<file path="src/rtl/led_sched_if.sv">
// Control, table-load and LED-drive signals of the LED sequence scheduler.
// The master side drives the user controls; the slave side is the scheduler.
interface led_sched_if #(
    parameter int DWELL_W = 4
);
    logic               run;
    logic               step;
    logic               clear;
    logic               load_en;
    logic [1:0]         load_idx;
    logic [7:0]         load_pattern;
    logic [DWELL_W-1:0] load_dwell;
    logic [7:0]         LED_out;
    logic [1:0]         cur_idx;
    logic               cycle_done;

    modport master (
        output run, step, clear, load_en, load_idx, load_pattern, load_dwell,
        input  LED_out, cur_idx, cycle_done
    );

    modport slave (
        input  run, step, clear, load_en, load_idx, load_pattern, load_dwell,
        output LED_out, cur_idx, cycle_done
    );
endinterface

</file>
<file path="src/rtl/led_sequence_scheduler.sv">
// Steps the LED bank through a runtime-loadable 4-entry pattern table with
// per-entry dwell in prescaled ticks; supports run, pause, single-step and clear.
module led_sequence_scheduler #(
    parameter int TICK_DIV = 50000000,
    parameter int DWELL_W  = 4
) (
    input logic        clk,
    input logic        rst,
    led_sched_if.slave bus
);
    localparam int            PW        = (TICK_DIV > 2) ? $clog2(TICK_DIV) : 1;
    localparam logic [PW-1:0] PRESC_MAX = PW'(TICK_DIV - 1);

    typedef enum logic [1:0] {
        ST_IDLE  = 2'd0,
        ST_RUN   = 2'd1,
        ST_PAUSE = 2'd2
    } state_e;

    state_e             state_q, state_d;
    logic [PW-1:0]      presc_q, presc_d;
    logic [DWELL_W-1:0] dwell_cnt_q, dwell_cnt_d;
    logic [1:0]         idx_q, idx_d;
    logic [7:0]         led_q, led_d;
    logic               cdone_q, cdone_d;
    logic [7:0]         pat_q   [4];
    logic [DWELL_W-1:0] dwell_q [4];
    logic [DWELL_W-1:0] dwell_lim;
    logic               tick;
    logic               advance;

    // Last dwell_cnt value of an entry; a programmed dwell of 0 behaves as 1.
    function automatic logic [DWELL_W-1:0] dwell_limit(input logic [DWELL_W-1:0] d);
        return (d == '0) ? '0 : d - DWELL_W'(1);
    endfunction

    always_comb begin
        state_d     = state_q;
        presc_d     = presc_q;
        dwell_cnt_d = dwell_cnt_q;
        idx_d       = idx_q;
        cdone_d     = 1'b0;
        led_d       = 8'h00;
        advance     = 1'b0;
        tick        = (presc_q == PRESC_MAX);
        dwell_lim   = dwell_limit(dwell_q[idx_q]);

        case (state_q)
            ST_IDLE: begin
                presc_d     = '0;
                dwell_cnt_d = '0;
                idx_d       = '0;
                if (bus.run) state_d = ST_RUN;
            end
            ST_RUN: begin
                if (!bus.run) begin
                    state_d = ST_PAUSE;
                end else if (tick) begin
                    presc_d = '0;
                    // >= so a dwell shrunk below the current count still releases the entry
                    if (dwell_cnt_q >= dwell_lim) advance = 1'b1;
                    else dwell_cnt_d = dwell_cnt_q + DWELL_W'(1);
                end else begin
                    presc_d = presc_q + PW'(1);
                end
            end
            ST_PAUSE: begin
                if (bus.run) state_d = ST_RUN;
                else if (bus.step) advance = 1'b1;
            end
            default: begin
                state_d     = ST_IDLE;
                presc_d     = '0;
                dwell_cnt_d = '0;
                idx_d       = '0;
            end
        endcase

        if (advance) begin
            idx_d       = idx_q + 2'd1;
            dwell_cnt_d = '0;
            presc_d     = '0;
            cdone_d     = (idx_q == 2'd3);
        end

        if (bus.clear) begin
            state_d     = ST_IDLE;
            idx_d       = '0;
            presc_d     = '0;
            dwell_cnt_d = '0;
            cdone_d     = 1'b0;
        end

        if (state_q == ST_RUN || state_q == ST_PAUSE) led_d = pat_q[idx_q];
    end

    always_ff @(posedge clk or posedge rst) begin
        if (rst) begin
            state_q     <= ST_IDLE;
            presc_q     <= '0;
            dwell_cnt_q <= '0;
            idx_q       <= '0;
            led_q       <= 8'h00;
            cdone_q     <= 1'b0;
        end else begin
            state_q     <= state_d;
            presc_q     <= presc_d;
            dwell_cnt_q <= dwell_cnt_d;
            idx_q       <= idx_d;
            led_q       <= led_d;
            cdone_q     <= cdone_d;
        end
    end

    // Table writes are independent of the state machine, clear included.
    always_ff @(posedge clk or posedge rst) begin
        if (rst) begin
            pat_q[0]   <= 8'h0F;
            pat_q[1]   <= 8'h0A;
            pat_q[2]   <= 8'hA0;
            pat_q[3]   <= 8'hAA;
            dwell_q[0] <= DWELL_W'(1);
            dwell_q[1] <= DWELL_W'(1);
            dwell_q[2] <= DWELL_W'(1);
            dwell_q[3] <= DWELL_W'(1);
        end else if (bus.load_en) begin
            pat_q[bus.load_idx]   <= bus.load_pattern;
            dwell_q[bus.load_idx] <= bus.load_dwell;
        end
    end

    assign bus.LED_out    = led_q;
    assign bus.cur_idx    = idx_q;
    assign bus.cycle_done = cdone_q;
endmodule

</file>
<file path="src/flat_wrapper.sv">
// flat-port wrapper written by rule: the top's interface ports become plain ports
module led_sequence_scheduler_flat 
#(
    parameter int TICK_DIV = 50000000,
    parameter int DWELL_W  = 4
)
  (clk, rst, bus_run, bus_step, bus_clear, bus_load_en, bus_load_idx, bus_load_pattern, bus_load_dwell, bus_LED_out, bus_cur_idx, bus_cycle_done);
  led_sched_if #(.DWELL_W(DWELL_W)) bus_i ();
  input logic clk;
  input logic rst;
  input wire logic [$bits(bus_i.run)-1:0] bus_run;
  input wire logic [$bits(bus_i.step)-1:0] bus_step;
  input wire logic [$bits(bus_i.clear)-1:0] bus_clear;
  input wire logic [$bits(bus_i.load_en)-1:0] bus_load_en;
  input wire logic [$bits(bus_i.load_idx)-1:0] bus_load_idx;
  input wire logic [$bits(bus_i.load_pattern)-1:0] bus_load_pattern;
  input wire logic [$bits(bus_i.load_dwell)-1:0] bus_load_dwell;
  output wire logic [$bits(bus_i.LED_out)-1:0] bus_LED_out;
  output wire logic [$bits(bus_i.cur_idx)-1:0] bus_cur_idx;
  output wire logic [$bits(bus_i.cycle_done)-1:0] bus_cycle_done;
  assign bus_i.run = bus_run;
  assign bus_i.step = bus_step;
  assign bus_i.clear = bus_clear;
  assign bus_i.load_en = bus_load_en;
  assign bus_i.load_idx = bus_load_idx;
  assign bus_i.load_pattern = bus_load_pattern;
  assign bus_i.load_dwell = bus_load_dwell;
  assign bus_LED_out = bus_i.LED_out;
  assign bus_cur_idx = bus_i.cur_idx;
  assign bus_cycle_done = bus_i.cycle_done;
  led_sequence_scheduler #(.TICK_DIV(TICK_DIV), .DWELL_W(DWELL_W)) u_core (.clk(clk), .rst(rst), .bus(bus_i));
endmodule
</file>
<file path="config.mk">
export PLATFORM = sky130hd
export DESIGN_NAME = led_sequence_scheduler_flat
export DESIGN_NICKNAME = d
export VERILOG_FILES = /design/src/rtl/led_sched_if.sv /design/src/rtl/led_sequence_scheduler.sv /design/src/flat_wrapper.sv
export SDC_FILE = /design/constraint.sdc
export NUM_CORES = 1
export LEC_CHECK = 0
export ABC_CLOCK_PERIOD_IN_PS = 10800
export CAP_MARGIN = 0
export CORE_MARGIN = 3
export CORE_UTILIZATION = 35
export CTS_BUF_LIST = sky130_fd_sc_hd__clkbuf_16
export DETAILED_ROUTE_END_ITERATION = 8
export DONT_BUFFER_PORTS = 1
export PLACE_DENSITY = 0.59
export SYNTH_ARGS = -nofsm -noshare
export SYNTH_HDL_FRONTEND = slang
export SYNTH_SLANG_ARGS = --single-unit
</file>
<file path="constraint.sdc">
create_clock -name clk -period 10.8 [get_ports clk]
set_input_delay 2.16 -clock clk [delete_from_list [all_inputs] [get_ports clk]]
set_output_delay 2.16 -clock clk [all_outputs]
set_load 0.01 [all_outputs]
</file>
# ---- Word-level counts from Yosys, hierarchy flattened
# Cells that the tools add are included.
dict set report totals {
  regBits 91
  latch_bits 0
  ram_bits 0
  mem_bits_ro 0
  input_bits 20
  output_inout_bits 11
  wordCells 84
  mem_count 0
}
dict set report classes {
  n_addsub 4
  n_mul 0
  div 0
  n_lt_le_gt_ge 4
  n_eq_ne 11
  n_shift 0
  n_mux 40
  bitwise 2
  n_reduce_logical 9
}
# cell n
set op_table {}
lappend op_table {{two-way mux 26 bit} 4}
lappend op_table {{case mux 26 bit (2 select lines)} 1}
lappend op_table {{two-way mux 4 bit} 9}
lappend op_table {{bitwise mux 32 bit} 1}
lappend op_table {{two-way mux 8 bit} 4}
lappend op_table {{adder 26 x 1 -> 26 bit, second input constant} 1}
lappend op_table {{equality test 26 bit, second input constant} 1}
lappend op_table {{binary-select mux 8 bit (select 2 bit)} 1}
lappend op_table {{bitwise mux 16 bit} 1}
lappend op_table {{demux 8 bit (select 2 bit)} 1}
lappend op_table {{two-way mux 2 bit} 6}
lappend op_table {{binary-select mux 4 bit (select 2 bit)} 1}
lappend op_table {{demux 4 bit (select 2 bit)} 1}
lappend op_table {{inequality test 4 x 3 -> 1 bit, second input constant} 2}
lappend op_table {{case mux 4 bit (2 select lines)} 1}
lappend op_table {{two-way mux 1 bit} 7}
lappend op_table {{greater-or-equal comparator 3 bit, second input constant} 2}
lappend op_table {{inequality test 3 x 1 -> 1 bit, second input constant} 2}
lappend op_table {{NOT 2 -> 3 bit} 2}
lappend op_table {{adder 4 x 1 -> 4 bit, second input constant} 1}
lappend op_table {{equality test 2 bit, second input constant} 2}
lappend op_table {{greater-or-equal comparator 4 bit} 1}
lappend op_table {{logical NOT 4 bit} 1}
lappend op_table {{inequality test 4 x 2 -> 1 bit, second input constant} 1}
lappend op_table {{other kinds (14)} 16}

# ---- Longest topological paths before layout
dict set report depth {
  depth_word 13
  mapped_depth 13
  ltp_nobuf 11
}

# ---- Least setup slack after synthesis
# No wires, ideal clock.
dict set report synth_timing {
  path_kind {input port to flip-flop}
  start {input bus_run}
  end {register u_core.presc_q[1]}
  setup_ps 121
  arrival_ps 3536
  required_time_ps 10679
  path_slack_ps 7143
  stages 7
  path_cell_list {and3b_1 a211o_1 a31oi_2 buf_2 buf_2 mux2i_1 nor2_1}
}
dict set report synth_between {
  elab_chain_len 4
  word_cells_on_any_way 8
}
# element line_no
set synth_lines {}
lappend synth_lines {{from (decl)} flat_wrapper.sv:11} ;# input wire logic [$bits(bus_i.run)-1:0] bus_run;
lappend synth_lines {{two-way mux 1 bit (on tied branches)} {led_sequence_scheduler.sv:68, led_sequence_scheduler.sv:56}}
lappend synth_lines {{case mux 1 bit (2 select lines)} led_sequence_scheduler.sv:48} ;# case (state_q)
lappend synth_lines {{inequality test 4 x 3 -> 1 bit (no line) (tied with other cells)} -}
lappend synth_lines {{AND reduction 2 bit (no line) / two-way mux 26 bit (equally long branches)} -}
lappend synth_lines {{to (signal assigned)} led_sequence_scheduler.sv:107} ;# presc_q <= presc_d;
lappend synth_lines {{to (decl)} led_sequence_scheduler.sv:21} ;# logic [PW-1:0] presc_q, presc_d;
# Parallel ways exist; a longest one is shown, timed or not.
# A chain may end at the register's enable or synchronous reset.

# ---- Final worst setup path
dict set report layout_timing {
  start {register u_core.idx_q[1], in the netlist u_core.bus.cur_idx[1]}
  end {register u_core.presc_q[23]}
}
dict set report layout_between {
  elab_chain_len 13
  word_cells_on_any_way 17
}
# element line_no
set layout_lines {}
lappend layout_lines {{from (decl)} led_sequence_scheduler.sv:23} ;# logic [1:0] idx_q, idx_d;
lappend layout_lines {{from (signal assigned)} led_sequence_scheduler.sv:109} ;# idx_q <= idx_d;
lappend layout_lines {{NOT 2 -> 3 bit (not written as such) (*)} led_sequence_scheduler.sv:46} ;# dwell_lim = dwell_limit(dwell_q[idx_q]);
lappend layout_lines {{binary-select mux 4 bit (select 2 bit) (*)} led_sequence_scheduler.sv:46}
lappend layout_lines {{two-way mux 4 bit (not written as such) (*) (2 in a row)} led_sequence_scheduler.sv:46}
lappend layout_lines {{subtractor 4 x 1 -> 4 bit / logical NOT 4 bit (equally long branches)} led_sequence_scheduler.sv:34} ;# return (d == '0) ? '0 : d - DWELL_W'(1);
lappend layout_lines {{two-way mux 4 bit (*)} led_sequence_scheduler.sv:34}
lappend layout_lines {{greater-or-equal comparator 4 bit (*)} led_sequence_scheduler.sv:61} ;# if (dwell_cnt_q >= dwell_lim) advance = 1'b1;
lappend layout_lines {{two-way mux 1 bit (*)} led_sequence_scheduler.sv:61}
lappend layout_lines {{two-way mux 1 bit (*)} led_sequence_scheduler.sv:58} ;# end else if (tick) begin
lappend layout_lines {{two-way mux 1 bit (*)} led_sequence_scheduler.sv:56} ;# if (!bus.run) begin
lappend layout_lines {{case mux 1 bit (2 select lines) (*)} led_sequence_scheduler.sv:48}
lappend layout_lines {{inequality test 4 x 3 -> 1 bit (no line) (tied with other cells)} -}
lappend layout_lines {{AND reduction 2 bit (no line) / two-way mux 26 bit (equally long branches)} -}
# Every way passes the cells marked *; elsewhere a longest branch is shown, timed or not. The select of a mux whose other input is x is not followed.

==> results.json <==
{
  "grt.total_usage_pct": 13.9,
  "use_met3_pct": 5.84,
  "syn_inst": 385,
  "num_vias": 3022,
  "synth_top_family_by_area": "multiplexers",
  "wirelength_um": 9260,
  "cts_buffers": 9,
  "holdBufCountCts": 0,
  "worstHoldStart": "u_core.pat_q[11]",
  "finalCritPeriodShare_pct": 37.8,
  "final_cell_area_um2": 5000,
  "busiest_layer": "met2",
  "skew_ps": 8.70,
  "intPower_w": 0.000594,
  "synthSimpleGateAreaFrac_pct": 15.5,
  "die_h_um": 120,
  "viasPerCell": 5.40,
  "total_power_w": 0.000794,
  "antenna_cells": 0,
  "status": "complete, no violations",
  "yosysWarnings": 0,
  "relSlewSlack_pct": 45.2,
  "required_ps": 11060,
  "crit_chain": "mux4_2 > or2_2 > nor3b_1 > a21oi_1 > ha_1 > or3_1 > o21ai_0 > a21oi_1 > a31oi_2 > buf_4 > or4_1 > a21oi_1",
  "syn_nets": 416,
  "worstSetupEndpointType": "flip-flop",
  "start_kind": "flip-flop",
  "cp_slowest_cell": "dfrtp_1",
  "avgRoutedWirePerCell_um": 16.5,
  "area_delta_synth_final_pct": 10.0,
  "swShare_pct": 25.1,
  "path_class": "flip-flop to flip-flop",
  "coreArea_um2": 12700,
  "cts_buffer_depth": 2,
  "place_hpwl_um": 6100,
  "ys_types": 48,
  "postRouteAntennaNets": 0,
  "post_cts_buffers": 0,
  "syn-mean-instance-area_um2": 11.8,
  "grt.met1_usage_pct": 17.5,
  "rr_startpoint": "u_core.bus.cur_idx[1]",
  "synth_adder_area_share_pct": 3.03,
  "fmax_mhz": 245,
  "cts_sinks": 91,
  "p_per_area_nw_per_um2": 159,
  "ir_drop_mv": 0.106,
  "worstSkewPairLatency_ps": 350,
  "initial_core_util_pct": 35.9,
  "die_x_um": 120,
  "finalMaxSlewViolations": 0,
  "crit_arrival_ps": 4350,
  "pwr-share-clk_pct": 37.2,
  "power_frac_seq_pct": 51.2,
  "timing.rr.end": "u_core.presc_q[23]",
  "drc_errors": 0,
  "ios": 31,
  "root_buffer": "clkbuf_16",
  "num_rows": 41,
  "hold_viol_final": 0,
  "htreeDepth": 3,
  "p_leak_nw": 1.96,
  "synth_xor_area_share_pct": 0.193,
  "drtPass1Iterations": 5,
  "grt_pass1_wl_um": 16000,
  "rsz0062_at_grt": "false",
  "synth_compound_area_share_pct": 9.99,
  "min_period_ps": 4090,
  "antenna_found_initial": 0,
  "critical-path-top-delay-family": "simple AND/OR/NAND/NOR gates",
  "placed_area_um2": 4720,
  "r2r_cells": 12,
  "clk_pin_slew_ps": 70,
  "crit_fanout": 52,
  "cts_resized": 0,
  "grt_pass1_vias": 3226,
  "crit_path_frequent_cell": "a21oi_1",
  "worst-path-buf-inv": 1,
  "drive_above_1_share_pct": 27.3,
  "fin_nets": 414,
  "cp_slowest_stage_delay_ps": 880,
  "min_to": "u_core.pat_q[11]",
  "holdCritPathClass": "flip-flop to flip-flop",
  "grt.overflow.total": 0,
  "setup_tns_ps": 0,
  "die_area_um2": 14400,
  "synth_area_um2": 4550,
  "hold_depth": 1,
  "synthMuxAreaShare_pct": 18.5,
  "p_sw_w": 0.000199,
  "max_cap_viol_count": 0,
  "grt_use_met2_pct": 22.4,
  "grt_max_degree": 67,
  "pwr-share-comb_pct": 11.7,
  "drt-initial-drc-count": 224,
  "setup_viol": 0,
  "port_buffers": 0,
  "cts_tree": "built",
  "synth_seq_cells": 91,
  "ys_seq_area_share_pct": 50.5,
  "tightest_slew_ps": 821,
  "r2r_slack_ps": 6710,
  "place.gp.congestion": 0.768
}
[how the worst max path moves through the flow]
| stage | start | endpoint | depth (start not counted) |
|---|---|---|---|
| 2_1_floorplan | rst | u_core.bus.LED_out[0] | 1 |
| 3_3_place_gp | u_core.bus.cur_idx[1] | u_core.presc_q[23] | 12 |
| 3_5_place_dp | u_core.bus.cur_idx[1] | u_core.presc_q[9] | 12 |
| 4_1_cts | u_core.bus.cur_idx[1] | u_core.presc_q[21] | 12 |
| 5_1_grt | u_core.bus.cur_idx[1] | u_core.presc_q[24] | 12 |
| 6_report | u_core.bus.cur_idx[1] | u_core.presc_q[23] | 12 |
[through the flow]
| stage | setup WS [ps] | utilization (%) | cells | hold WS (ps) |
|---|---|---|---|---|
| finish | 6710 | 39.5 | 560 | 503 |
| global route | 6440 | 39.5 | 560 | 519 |
| CTS | 6690 | 39.5 | 560 | 505 |
| detailed placement | 6720 | 37.3 | 544 | 489 |
| global placement | 6810 | 37.3 | 544 | 482 |
| floorplan | 6300 | - | 385 | 474 |
[routing by layer]
layer	vias up	part of all wire [%]
met5	-	0
met4	0	0.70
met3	8	6.2
met2	46	47
met1	1520	46
li1	1448	-
[placed cells by master (no fill, tap or decap), types with 3 or more instances in the layout]
master	Yosys	final
dfrtp_1	75	75
mux2_2	49	49
a21oi_1	32	32
o21ai_0	20	20
nand2_1	18	18
dfstp_2	16	16
nor2_1	14	14
or3_1	14	14
o31ai_1	13	13
nand3_1	12	12
mux4_2	12	12
or4_1	11	11
ha_1	11	11
and2_1	10	10
clkbuf_16	0	9
nor3_1	7	7
nand4_1	7	7
inv_1	6	6
buf_4	0	5
and3_1	3	3
nor3b_1	4	3
a21o_1	3	3
[power groups by stage]
stage | registers [W] | clock network (W) | logic [W]
2_1_floorplan | 0.000405 | 0 | 0.0000790
3_3_place_gp | 0.000410 | 0 | 0.0000908
3_5_place_dp | 0.000412 | 0 | 0.0000944
4_1_cts | 0.000406 | 0.000305 | 0.0000945
5_1_grt | 0.000411 | 0.000322 | 0.000104
6_report | 0.000406 | 0.000295 | 0.0000927
[sequential cells by signal, summed over array words and instances, names as in the netlist]
name and count:
u_core.pat_q 32, u_core.presc_q 26, u_core.dwell_q 16, u_core.bus.LED_out 8
u_core.dwell_cnt_q 4, u_core.bus.cur_idx 2, u_core.state_q 2, u_core.bus.cycle_done 1
[cells in the mapped netlist (all sizes together)]
cell	instances	area share, %
a211o	1	0.19
a21bo	1	0.22
a21boi	1	0.17
a21o	3	0.50
a21oi	32	3.5
a22o	1	0.19
a22oi	1	0.17
a31oi	2	0.41
and2	10	1.4
and3	3	0.41
and3b	1	0.19
and4	3	0.63
and4bb	1	0.28
buf	10	1.1
clkbuf	8	0.66
dfrtp	75	41
dfstp	16	9.2
ha	11	3.0
inv	6	0.50
mux2	49	12
mux2i	2	0.44
mux4	12	5.9
nand2	19	1.7
nand2b	2	0.28
nand3	12	1.3
nand3b	2	0.33
nand4	7	0.96
nor2	14	1.2
nor2b	1	0.14
nor3	7	0.77
nor3b	4	0.66
nor4	3	0.74
nor4b	2	0.39
nor4bb	1	0.22
o211ai	1	0.17
o21ai	21	2.3
o31ai	13	2.1
or2	1	0.14
or3	14	1.9
or4	11	1.8
xor2	1	0.19
[logic make-up after synthesis]
logic type / count (synthesis)
and+or+nand+nor: 118
DFF: 91
AOI/OAI and AO/OA: 77
muxes: 63
buffers and inverters: 24
adders and majority gates: 11
xor gates and xnor gates: 1
[cell type report]
cell class                      instances  area, µm²
Fill cell                            1223       7670
Sequential cell                        91       2300
Multi-Input combinational cell        270       2150
Clock buffer                            9        225
Tap cell                              172        215
Clock inverter                          7       52.6
Timing Repair Buffer                    5       37.5
Inverter                                6       23.8
Power figures use the tool's default switching activity.
